**config.mk**
```make
export PLATFORM = sky130hd
export DESIGN_NAME = tie_state_bridge_flat
export DESIGN_NICKNAME = d
export VERILOG_FILES = /design/src/rtl/tie_state_bridge_if.sv /design/src/rtl/tie_state_bridge.sv /design/src/flat_wrapper.sv
export SDC_FILE = /design/constraint.sdc
export NUM_CORES = 1
export LEC_CHECK = 0
export CAP_MARGIN = 20
export CORE_MARGIN = 1
export CORE_UTILIZATION = 35
export DETAILED_ROUTE_END_ITERATION = 8
export GPL_ROUTABILITY_DRIVEN = 0
export PLACE_DENSITY = 0.62
export SLEW_MARGIN = 20
export SYNTH_ARGS = -nofsm -noshare
export SYNTH_HDL_FRONTEND = slang
export SYNTH_SLANG_ARGS = --single-unit
```
**constraint.sdc**
```tcl
create_clock -name CLK -period 2.1 [get_ports CLK]
set_input_delay 0.315 -clock CLK [delete_from_list [all_inputs] [get_ports CLK]]
set_output_delay 0.315 -clock CLK [all_outputs]
set_load 0.03 [all_outputs]
```
**src/rtl/tie_state_bridge_if.sv**
```systemverilog
// ---------------------------------------------------------------------------
// tie_state_bridge_if
//   Bundles the TIE export-state write side and the TIE import-wire read
//   side of tie_state_bridge.
//
//   master : cosim/core side. Drives TIE_EXPSTATE/TIE_EXPSTATE_WE and
//            observes the import wire, valid flag and change tracking.
//   slave  : the bridge itself.
//
//   Signals
//     TIE_EXPSTATE      [WIDTH]  exported state value
//     TIE_EXPSTATE_WE   [1]      write strobe; TIE_EXPSTATE sampled only when high
//     TIE_IMPWIRE       [WIDTH]  registered import wire value
//     TIE_IMPWIRE_VALID [1]      sticky, set once the first write reaches the output
//     CHANGE            [1]      one-cycle pulse while TIE_IMPWIRE shows a new value
//     CHANGE_COUNT      [CNT_W]  saturating count of CHANGE pulses
// ---------------------------------------------------------------------------
interface tie_state_bridge_if #(
  parameter int WIDTH = 32,
  parameter int CNT_W = 16
);
  logic [WIDTH-1:0] TIE_EXPSTATE;
  logic             TIE_EXPSTATE_WE;
  logic [WIDTH-1:0] TIE_IMPWIRE;
  logic             TIE_IMPWIRE_VALID;
  logic             CHANGE;
  logic [CNT_W-1:0] CHANGE_COUNT;

  modport master (
    output TIE_EXPSTATE, TIE_EXPSTATE_WE,
    input  TIE_IMPWIRE, TIE_IMPWIRE_VALID, CHANGE, CHANGE_COUNT
  );

  modport slave (
    input  TIE_EXPSTATE, TIE_EXPSTATE_WE,
    output TIE_IMPWIRE, TIE_IMPWIRE_VALID, CHANGE, CHANGE_COUNT
  );
endinterface

```
**src/rtl/tie_state_bridge.sv**
```systemverilog
// ---------------------------------------------------------------------------
// tie_state_bridge
//   Carries a TIE export state back into a TIE import wire through a
//   LATENCY-deep register pipeline. Stage 0 is an accumulator that combines
//   each write according to MODE (0 pass, 1 add mod 2^WIDTH, 2 XOR); the
//   remaining stages are a plain delay line. The last stage drives the
//   import wire. A registered CHANGE pulse and a saturating CHANGE_COUNT
//   track every cycle in which the import wire takes a new, different value.
//
//   Ports
//     CLK    : clock, rising edge
//     RESET  : synchronous active-high reset; clears every stage and flag
//     bus    : tie_state_bridge_if.slave (see interface for signal list)
// ---------------------------------------------------------------------------
module tie_state_bridge #(
  parameter int WIDTH   = 32,
  parameter int LATENCY = 2,
  parameter int MODE    = 0,
  parameter int CNT_W   = 16
) (
  input  logic               CLK,
  input  logic               RESET,
  tie_state_bridge_if.slave  bus
);

  if (MODE < 0 || MODE > 2) begin : g_bad_mode
    $error("tie_state_bridge: MODE must be 0, 1 or 2");
  end
  if (WIDTH < 1 || WIDTH > 256) begin : g_bad_width
    $error("tie_state_bridge: WIDTH must be in 1..256");
  end
  if (LATENCY < 1 || LATENCY > 8) begin : g_bad_latency
    $error("tie_state_bridge: LATENCY must be in 1..8");
  end
  if (CNT_W < 1 || CNT_W > 32) begin : g_bad_cnt_w
    $error("tie_state_bridge: CNT_W must be in 1..32");
  end

  localparam logic [CNT_W-1:0] CNT_MAX = '1;

  function automatic logic [WIDTH-1:0] combine(input logic [WIDTH-1:0] acc,
                                               input logic [WIDTH-1:0] din);
    case (MODE)
      1:       combine = acc + din;
      2:       combine = acc ^ din;
      default: combine = din;
    endcase
  endfunction

  function automatic logic [CNT_W-1:0] sat_inc(input logic [CNT_W-1:0] cnt);
    sat_inc = (cnt == CNT_MAX) ? cnt : cnt + CNT_W'(1);
  endfunction

  // dat_p[0]/vld_p[0] are the accumulator and its valid flag; the last
  // entry is the output stage. With LATENCY=1 they are the same register.
  logic [WIDTH-1:0]   dat_p [LATENCY];
  logic [LATENCY-1:0] vld_p;
  logic [WIDTH-1:0]   acc_nxt;
  logic               vld_nxt;
  logic [WIDTH-1:0]   last_in_d;
  logic               last_in_v;
  logic               change_nxt;
  logic               change_q;
  logic [CNT_W-1:0]   count_q;

  // Stage 0 next state: TIE_EXPSTATE only enters through the WE mux, so an
  // undriven input while WE=0 never reaches the accumulator.
  always_comb begin
    acc_nxt = dat_p[0];
    vld_nxt = vld_p[0];
    if (bus.TIE_EXPSTATE_WE) begin
      acc_nxt = combine(dat_p[0], bus.TIE_EXPSTATE);
      vld_nxt = 1'b1;
    end
  end

  // What the output stage is about to load on this edge.
  if (LATENCY == 1) begin : g_lat1
    assign last_in_d = acc_nxt;
    assign last_in_v = vld_nxt;
  end else begin : g_latn
    assign last_in_d = dat_p[LATENCY-2];
    assign last_in_v = vld_p[LATENCY-2];
  end

  // Output stage starts at 0 after reset, so a first valid value of 0 sets
  // VALID without producing a pulse.
  assign change_nxt = last_in_v && (last_in_d != dat_p[LATENCY-1]);

  always_ff @(posedge CLK) begin
    if (RESET) begin
      for (int i = 0; i < LATENCY; i++) dat_p[i] <= '0;
      vld_p    <= '0;
      change_q <= 1'b0;
      count_q  <= '0;
    end else begin
      // ---- stage 0: accumulator ----
      dat_p[0] <= acc_nxt;
      vld_p[0] <= vld_nxt;
      // ---- stages 1..LATENCY-1: unconditional delay line ----
      for (int i = 1; i < LATENCY; i++) begin
        dat_p[i] <= dat_p[i-1];
        vld_p[i] <= vld_p[i-1];
      end
      // ---- change tracking, aligned with the output stage ----
      change_q <= change_nxt;
      if (change_nxt) count_q <= sat_inc(count_q);
    end
  end

  assign bus.TIE_IMPWIRE       = dat_p[LATENCY-1];
  assign bus.TIE_IMPWIRE_VALID = vld_p[LATENCY-1];
  assign bus.CHANGE            = change_q;
  assign bus.CHANGE_COUNT      = count_q;

`ifdef DISPLAY_IO
  always @(posedge CLK) begin
    if (change_q) $display("%0t tie_state_bridge TIE_IMPWIRE=0x%0h", $time, dat_p[LATENCY-1]);
  end
`endif

endmodule

```
**src/flat_wrapper.sv**
```systemverilog
// flat-port wrapper written by rule: the top's interface ports become plain ports
module tie_state_bridge_flat 
#(
  parameter int WIDTH   = 32,
  parameter int LATENCY = 2,
  parameter int MODE    = 0,
  parameter int CNT_W   = 16
)
  (CLK, RESET, bus_TIE_EXPSTATE, bus_TIE_EXPSTATE_WE, bus_TIE_IMPWIRE, bus_TIE_IMPWIRE_VALID, bus_CHANGE, bus_CHANGE_COUNT);
  tie_state_bridge_if #(.WIDTH(WIDTH), .CNT_W(CNT_W)) bus_i ();
  input  logic CLK;
  input  logic RESET;
  input wire logic [$bits(bus_i.TIE_EXPSTATE)-1:0] bus_TIE_EXPSTATE;
  input wire logic [$bits(bus_i.TIE_EXPSTATE_WE)-1:0] bus_TIE_EXPSTATE_WE;
  output wire logic [$bits(bus_i.TIE_IMPWIRE)-1:0] bus_TIE_IMPWIRE;
  output wire logic [$bits(bus_i.TIE_IMPWIRE_VALID)-1:0] bus_TIE_IMPWIRE_VALID;
  output wire logic [$bits(bus_i.CHANGE)-1:0] bus_CHANGE;
  output wire logic [$bits(bus_i.CHANGE_COUNT)-1:0] bus_CHANGE_COUNT;
  assign bus_i.TIE_EXPSTATE = bus_TIE_EXPSTATE;
  assign bus_i.TIE_EXPSTATE_WE = bus_TIE_EXPSTATE_WE;
  assign bus_TIE_IMPWIRE = bus_i.TIE_IMPWIRE;
  assign bus_TIE_IMPWIRE_VALID = bus_i.TIE_IMPWIRE_VALID;
  assign bus_CHANGE = bus_i.CHANGE;
  assign bus_CHANGE_COUNT = bus_i.CHANGE_COUNT;
  tie_state_bridge #(.WIDTH(WIDTH), .LATENCY(LATENCY), .MODE(MODE), .CNT_W(CNT_W)) u_core (.CLK(CLK), .RESET(RESET), .bus(bus_i));
endmodule
```
---- Yosys cells after proc, flatten, opt, wreduce, memory -nomap -nowiden ----
Memory sizes are Yosys's and may differ from the RTL's.
Cells that the tools add are included.
operators by class
  multipliers ............................. 0
  bitwise operators ....................... 3
  reduce and logical (&&, ||, !) cells .... 2
  add/sub/neg operators ................... 1
  order comparisons ....................... 0
  divide/modulo/power cells ............... 0
  shift-type cells ........................ 0
  equality and inequality tests ........... 2
  mux-type cells .......................... 6
operators by type and width
  kind                                                              count
  32-bit 2-to-1 mux                                                 3
  32-bit != test                                                    1
  16-bit by 1-bit adder with 16-bit output (second input constant)  1
  16-bit == test (second input constant)                            1
  1-bit 2-to-1 mux                                                  3
  1-bit bitwise OR                                                  2
  2-bit AND reduction                                               1
  1-bit logical AND                                                 1
  1-bit NOT                                                         1
word-level totals
  output and inout port bits .............. 50
  logic and storage cells ................. 19
  bits in registers ....................... 19
  bits in latches ......................... 0
  bits in writable memories ............... 64
  memory bits (read-only) ................. 0
  input bits .............................. 35
  memories kept ........................... 1
memories
  memory        depth  bits a word  rd ports  clocked after Yosys merged registers in  write ports  line                    RTL
  u_core.dat_p  2      32           2         0                                        2            tie_state_bridge.sv:56  logic [WIDTH-1:0] dat_p [LATENCY];

---- Logic depth before layout (Yosys ltp) ----
Gate-level depths: netlist of run 1.
  depth in word-level cells ............... 3
  gate-level depth with buffers ........... 7
  mapped depth without buffers ............ 7

---- Worst setup path before layout of run 1 ----
OpenSTA, ideal clock, no wires.
  kind .................................... reg-to-reg
  start ................................... register u_core.count_q[0], in the netlist u_core.bus.CHANGE_COUNT[0]
  end ..................................... register u_core.count_q[1], in the netlist u_core.bus.CHANGE_COUNT[1]
  cell stages (with the launch flop) ...... 8
  data arrival time ....................... 1.950 ns
  data required time ...................... 1.972 ns
  buffers on the path ..................... 1
  slack ................................... 0.022 ns
  library setup time ...................... 0.128 ns
  clock period less this slack ............ 2.078 ns
  cell sequence ........................... dfxtp_1 -> ha_1 -> nand2_1 -> or3_4 -> o221ai_4 -> buf_6 -> mux2i_1 -> nor2_1
between the ends
  word-level cells in the longest chain between the ends .. 3
  elaborated cells on any way between the ends .. 4
  classes of those cells .................. add/sub (1); eq/ne (1); bitwise (1); reduce/logical (1)
ends and longest elaborated chain
  element                                                                                           line                     RTL
  from (decl)                                                                                       tie_state_bridge.sv:64   logic [CNT_W-1:0] count_q;
  from (signal assigned)                                                                            tie_state_bridge.sv:107  if (change_nxt) count_q <= sat_inc(count_q);
  parallel branches: the longest is 3 deep, another holds 16-bit by 1-bit adder with 16-bit output  n/a
Several ways; the timed one is not identified.
A chain may end at the register's enable or synchronous reset.

==> results of run 1 <==
==> state kept, by name (all words and copies together) (netlist names) <==
signal and cells:
u_core.dat_p 64, u_core.bus.CHANGE_COUNT 16, u_core.vld_p 2, u_core.bus.CHANGE 1
==> final timing paths <==
| path | endpoint | start |
|---|---|---|
| setup / recovery | u_core.bus.CHANGE_COUNT[10]$_SDFFE_PP0P_ | u_core.dat_p[0][10]$_SDFFE_PP0P_ |
| hold / removal | u_core.dat_p[0][28]$_SDFFE_PP0P_ | RESET |
| setup reg to reg | u_core.bus.CHANGE_COUNT[10]$_SDFFE_PP0P_ | u_core.dat_p[0][10]$_SDFFE_PP0P_ |
| hold reg to reg | u_core.dat_p[0][42]$_SDFF_PP0_ | u_core.dat_p[0][10]$_SDFFE_PP0P_ |
==> layout make-up <==
class / count / area (um2)
clock inverter: 7 / 98.8
fill: 902 / 4840
sequential: 83 / 1680
timing repair buffer: 96 / 958
clock buffer: 9 / 124
tap: 129 / 161
multi-input combinational: 219 / 1550
inverter: 2 / 7.51
==> power groups by stage <==
stage | Clock, mW | Sequential [mW] | Combinational [mW]
floorplan | 0 | 1.73 | 0.257
global placement | 0 | 1.73 | 0.415
detailed placement | 0 | 1.73 | 0.419
CTS | 1.31 | 1.70 | 0.426
global route | 1.38 | 1.71 | 0.466
finish | 1.26 | 1.70 | 0.428
==> stage by stage <==
step                      utilization  TNS (ps)  hold WS, ps  setup WS, ps
after detailed placement        0.454      -469          483         -76.3
after floorplan                     -         0          462          22.3
after global placement          0.454         0          477          2.21
after global routing            0.486      -246          411         -36.5
final                           0.486         0          394          93.1
after CTS                       0.479         0          374          14.6
==> cells in the final DEF (no fill, tap or decap), drive strengths merged, types with 5 or more instances in the layout <==
cell type | synthesis | final
nand2 | 6 | 6
buf | 36 | 14
or3 | 8 | 8
clkdlybuf4s50 | 0 | 82
o21ai | 7 | 7
clkbuf | 11 | 9
a21oi | 9 | 9
nor2 | 42 | 42
dfxtp | 83 | 83
nor2b | 37 | 37
nor4 | 9 | 9
mux2i | 33 | 33
nand3 | 5 | 5
xor2 | 35 | 35
nand4 | 8 | 8
==> routing by layer <==
layer	GRT usage	vias up	part of all wire
li1	-	1266	-
met1	0.174	1191	0.43
met5	0	-	0
met4	0.0635	0	0.018
met2	0.257	49	0.51
met3	0.0373	11	0.040
==> kinds of logic (layout without fill, tap and decap cells) <==
logic type,Yosys count,in the layout
simple gates,126,126
flops,83,83
buf+inv,49,114
xor+xnor,35,35
mux,35,35
compound gates,22,22
fa+ha+maj,1,1
==> what timing repair did <==
action / in CTS / in global routing
buffers inserted: 0 / 1
pin swaps: 0 / 8
resized for setup: 2 / 24
hold endpoints to repair: 0 / 0
endpoints found under the setup margin: 15 / 13
==> results.md, run 1 <==
- Largest net degree at the start of global routing: 64
- Unrepaired setup endpoints after global routing: yes
- Vias in the first global route: 2361
- Crit path kind: register to register
- Antenna cells: 0
- Post-Layout Cell Count: 545
- Ys Warns: 0
- Worst path arrival time: between 2000 and 2500 ps
- Placed Cells: 528
- CTS tree: built
- Leak: about 1.9 nW
- Number of cells on the worst reg-to-reg path: 8
- Die H: 101 um
- Clock period minus worst slack: 2010 ps
- Combinational group share of total power: 0.126
- Top delay family on crit path: simple AND/OR/NAND/NOR gates
- Largest area contributor in the netlist: dfxtp_1
- Global router's overall resource usage: 0.148
- Routed len/inst: 13.1 um
- Crit path buffers/inverters: 2
- Number of synthesized register bits: 83
- Clk_lat worst skew: 350 ps
- Tightest Pin Transition: 464 ps
- Endpoints failing setup: 0
- Critical path depth: 8
- Adder-cell share of the synthesized area: 0.00361
- Slew Viols, Final: 0
- Post-Syn Area: 0.00346 mm2
- DRC violation count after routing: 0
- Share of layout cells above drive strength 1: 0.139
- Slew headroom: 0.691
- Critical Path RT: between 2000 and 2500 ps
- Hold Crit Depth: 2
- Main combinational cell family by area after synthesis: simple AND/OR/NAND/NOR gates
- HPWL Detailed: between 5000 and 6000 um
- First-pass iteration count of the detailed router: 4
- Num rows: 35
- Complex-gate fraction of the synthesized area: 0.0419
- P_sw: approximately 850 uW
- Clock Path Buffers: 2
- Largest stage delay, worst path: 350 ps
- Simple-gate area share of the yosys netlist: 0.194
- # nets final: 447
- Final WL: 7140 um
- Top-count cell post-synth: dfxtp_1
- Asr flop ratio synth: 0
- Most area-consuming cells after synthesis: dfxtp_1 48%, mux2i_1 9.5%, xor2_1 8.9%, buf_4 6.9%, nor2b_1 6.7%
- Clock root buffer: clkbuf_8
- Sw Ratio: 0.250
- Syn Nets: about 390
- TritonCTS Sinks: 83
- Overflow after GRT: 0
- Post-synth EDFFs: 0
- Initial antenna violation count: 0
- CTS hold repair buffers: 0
- Core box area: 0.00942 mm2
- Layout area overhead: 32.3%
- # H-tree levels: 3
- PD cells: roughly 740 mW/mm2
- Peak Freq: 498 MHz
- ANT nets after route: 0
- Sequential fraction of the synthesis area: 0.480
- Worst hold path type: primary input to register
- Finished Cell Area: 0.00458 mm2
- Status: completed
- Clk pwr share: 0.373
- Cts bufs inserted: 9
- Placed cell areas: 0.00427 mm2
- Initial Util: 0.368
- Clock skew: 10.4 ps
- Die X-Extent: 101 um
- Period utilization: 0.956
- Internal power: around 2.5 mW
- Startpoint types: register
- Post-Synth XOR/XNOR Area: 0.0885
- First-pass GRT wire length: about 12000 um
- Worst VDD drop: 418 uV
- Synth cell count leaders: 83 x dfxtp_1, 42 x nor2_1, 37 x nor2b_1, 35 x xor2_1, 33 x mux2i_1
- Netlist cell types: 30
- Avg Cell Area, Syn: approximately 9.9 um2
- Tot Pwr: roughly 3.4 mW
- Critical path fanouts, max: 15
- R2R Setup Slk: ~93 ps
- Io pins: 85
- Cells after Synth: 351
- Fin. Hold Viols: 0
- Max-cap violations: 0
- Seq pwr share: 0.501
- Crit path max-delay cell type: nor4_2
- Critical-path cell list: xor2_1, nor4_2, buf_4, nand4_1, o221ai_4, buf_12, or3_1, a21oi_1
- Mux contribution to synthesized area: 0.102
- Share of the synthesized area in the top cell type: 0.480
- Die area: 0.0103 mm2
- Main synth FF type: dfxtp_1
- Clock transition at the registers of the reported paths: 90 ps
- Crit. End Element: register
- DR vias/cell: between 4 and 5
- Port Buffers: 84
- Iteration-0 DRC Markers: 65
- Vias: 2517
(Power assumes the default switching activity.)
==> run 2: changes to the inputs <==
- CELL_PAD_IN_SITES_DETAIL_PLACEMENT: not set -> 0
- CELL_PAD_IN_SITES_GLOBAL_PLACEMENT: not set -> 1
- PLACE_DENSITY: 0.62 -> 0.77
==> run 2 against run 1 <==
  * Worst hold slack gained 49 ps
  * Final cell count increased by 0.92%
  * Register-to-register slack about the same
  * Setup slack worse by 13 ps
  * Maximum frequency is 0.64% lower
==> results.md, run 2 (synthesis results as in run 1) <==
- Crit. End Element: register (unchanged)
- Multi-input logic area: 0.00157 mm2 (was 0.00155 mm2)
- Largest net degree at the start of global routing: 37 (was 64)
- Layout Utilization: 0.487 (was 0.486)
- Clock skew: 10.4 ps (about the same)
- Num rows: 35 (unchanged)
- First-pass iteration count of the detailed router: 4 (unchanged)
- HPWL Detailed: 5320 um (was 5100 um)
- Slew headroom: 0.643 (was 0.691)
- Period utilization: 0.962 (was 0.956)
- Fin. Hold Viols: 0 (unchanged)
- TritonCTS Sinks: 83 (unchanged)
- Share of layout cells above drive strength 1: 0.126 (was 0.139)
- Cts bufs inserted: 9 (unchanged)
- Vias: 2515 (was 2517)
- Setup WS pre-CTS: -83.5 ps (was -76.3 ps)
- Clk_lat worst skew: 340 ps (was 350 ps)
- R2R Setup Slk: 80 ps (was 90 ps)
- Die H: 101 um (unchanged)
- Post-Layout Cell Count: 550 (was 545)
- Clock root buffer: clkbuf_8 (unchanged)
- Initial antenna violation count: 0 (unchanged)
- Commonest non-fill, non-tap cell in the layout: clkdlybuf4s50_1 (unchanged)
- Global route hottest layer: met2 (unchanged)
- Layout area overhead: 32.6% (was 32.3%)
- Critical Path RT: 2360 ps (was 2310 ps)
- Clock Path Buffers: 2 (unchanged)
- M2 GR Usage: 0.241 (was 0.257)
- Endpoints failing setup: 0 (unchanged)
- Iteration-0 DRC Markers: 80 (was 65)
- First-pass GRT wire length: 12100 um (was 11600 um)
- Worst hold path type: primary input to register (unchanged)
- ANT nets after route: 0 (unchanged)
- Clock transition at the registers of the reported paths: 80 ps (was 90 ps)
- Worst path arrival time: 2280 ps (was 2220 ps)
- Most frequent cells in the layout: 82 x clkdlybuf4s50_1, 80 x dfxtp_1, 40 x nor2_1 (was 82 x clkdlybuf4s50_1, 70 x dfxtp_1, 41 x nor2_1)
- Routed len/inst: 13.9 um (was 13.1 um)
- Leak: 1.89 nW (about the same)
- Crit path kind: register to register (unchanged)
- Antenna cells: 0 (unchanged)
- Peak Freq: 495 MHz (was 498 MHz)
- Io pins: 85 (unchanged)
- Port Buffers: 84 (unchanged)
- Status: completed (unchanged)
- Placed Cells: 531 (was 528)
- Tightest Pin Transition: 536 ps (was 464 ps)
- Critical path fanouts, max: 8 (was 15)
- DR vias/cell: 4.57 (was 4.62)
- Overflow after GRT: 0 (unchanged)
- GRT met1 Usage: 0.203 (was 0.174)
- Slew Viols, Final: 0 (unchanged)
- Worst VDD drop: 322 uV (was 418 uV)
- Die area: 0.0103 mm2 (unchanged)
- Filler cells: 893 (was 902)
- # H-tree levels: 3 (unchanged)
- Final WL: 7640 um (was 7140 um)
- Initial Util: 0.368 (unchanged)
- Global router's overall resource usage: 0.155 (was 0.148)
- Most flops, register: u_core.dat_p (unchanged)
- Core box area: 0.00942 mm2 (unchanged)
- Clock period minus worst slack: 2020 ps (was 2010 ps)
- # nets final: 452 (was 447)
- Worst setup margin: 80.1 ps (was 93.1 ps)
- PD cells: 713 mW/mm2 (was 740 mW/mm2)
- Max reg flops: 64 (unchanged)
- GR Layer Usage met3: 0.0531 (was 0.0373)
- Vias in the first global route: 2440 (was 2361)
- DRC violation count after routing: 0 (unchanged)
- Startpoint types: register (unchanged)
- Register area: 0.00167 mm2 (was 0.00168 mm2)
- Die X-Extent: 101 um (unchanged)
- CTS tree: built (unchanged)
- Max-cap violations: 0 (unchanged)
run 2: worst paths after layout:
| path | startpoint | endpoint | depth (start not counted) |
|---|---|---|---|
| max | u_core.dat_p[0][19]$_SDFFE_PP0P_ | u_core.bus.CHANGE_COUNT[7]$_SDFFE_PP0P_ | 8 |
| min | RESET | u_core.dat_p[0][29]$_SDFFE_PP0P_ | 2 |
| min reg2reg | u_core.dat_p[0][27]$_SDFFE_PP0P_ | u_core.dat_p[0][59]$_SDFF_PP0_ | 1 |
| max reg2reg | u_core.dat_p[0][19]$_SDFFE_PP0P_ | u_core.bus.CHANGE_COUNT[7]$_SDFFE_PP0P_ | 8 |
run 2: cell type report:
| class | count | share of cell area |
|---|---|---|
| clock inverters | 4 | 0.0109 |
| clock buffers | 12 | 0.0316 |
| repair buffers | 101 | 0.217 |
| flip-flops and latches | 83 | 0.363 |
| well taps | 129 | 0.0352 |
| multi-input cells | 219 | 0.341 |
| inverters | 2 | 0.00164 |
run 2: power breakdown:
part / switching, mW / internal, mW
clock network: 0.549 / 0.581
logic: 0.219 / 0.227
registers: 0.0516 / 1.64
total: 0.820 / 2.45
run 2: worst max-delay path: stages (launching register included):
cell and delay (ps):
dfxtp_1 360, xor2_1 250, nor4_4 80, nand4_1 150
buf_6 140, o221ai_4 160, buf_6 170, or4_4 460
a21oi_1 160
run 2: routing by layer:
metal / share of wire / wire (um)
met5: 0 / 0
met4: 0.0092 / 70
met3: 0.062 / 471
met2: 0.44 / 3380
met1: 0.49 / 3710
run 2: stage by stage:
step           power, mW  area, um2  hold slack, ps  setup TNS (ps)
6_report            3.27       4590             443               0
5_1_grt             3.43       4590             446           -18.5
4_1_cts             3.28       4480             421               0
3_5_place_dp        2.15       4280             485            -567
3_3_place_gp        2.14       4280             475            -472
2_1_floorplan       1.99       3460             462               0
run 2: timing repair:
item | in CTS | in global routing
endpoints found under the setup margin | 9 | 13
pin swaps | 0 | 7
hold buffers | 0 | 0
gates resized for setup | 1 | 21
buffers inserted | 0 | 2
cloned | 0 | 1
==> run 3: changes to the inputs <==
- SKIP_CTS_REPAIR_TIMING: not set -> 1
==> results of run 3 <==
No change in the layout: final DEF, timing and power equal those of run 2.
Among the figures that moved: via count of the first global-routing pass 2440 -> 2432; met2 usage 0.241 -> 0.240
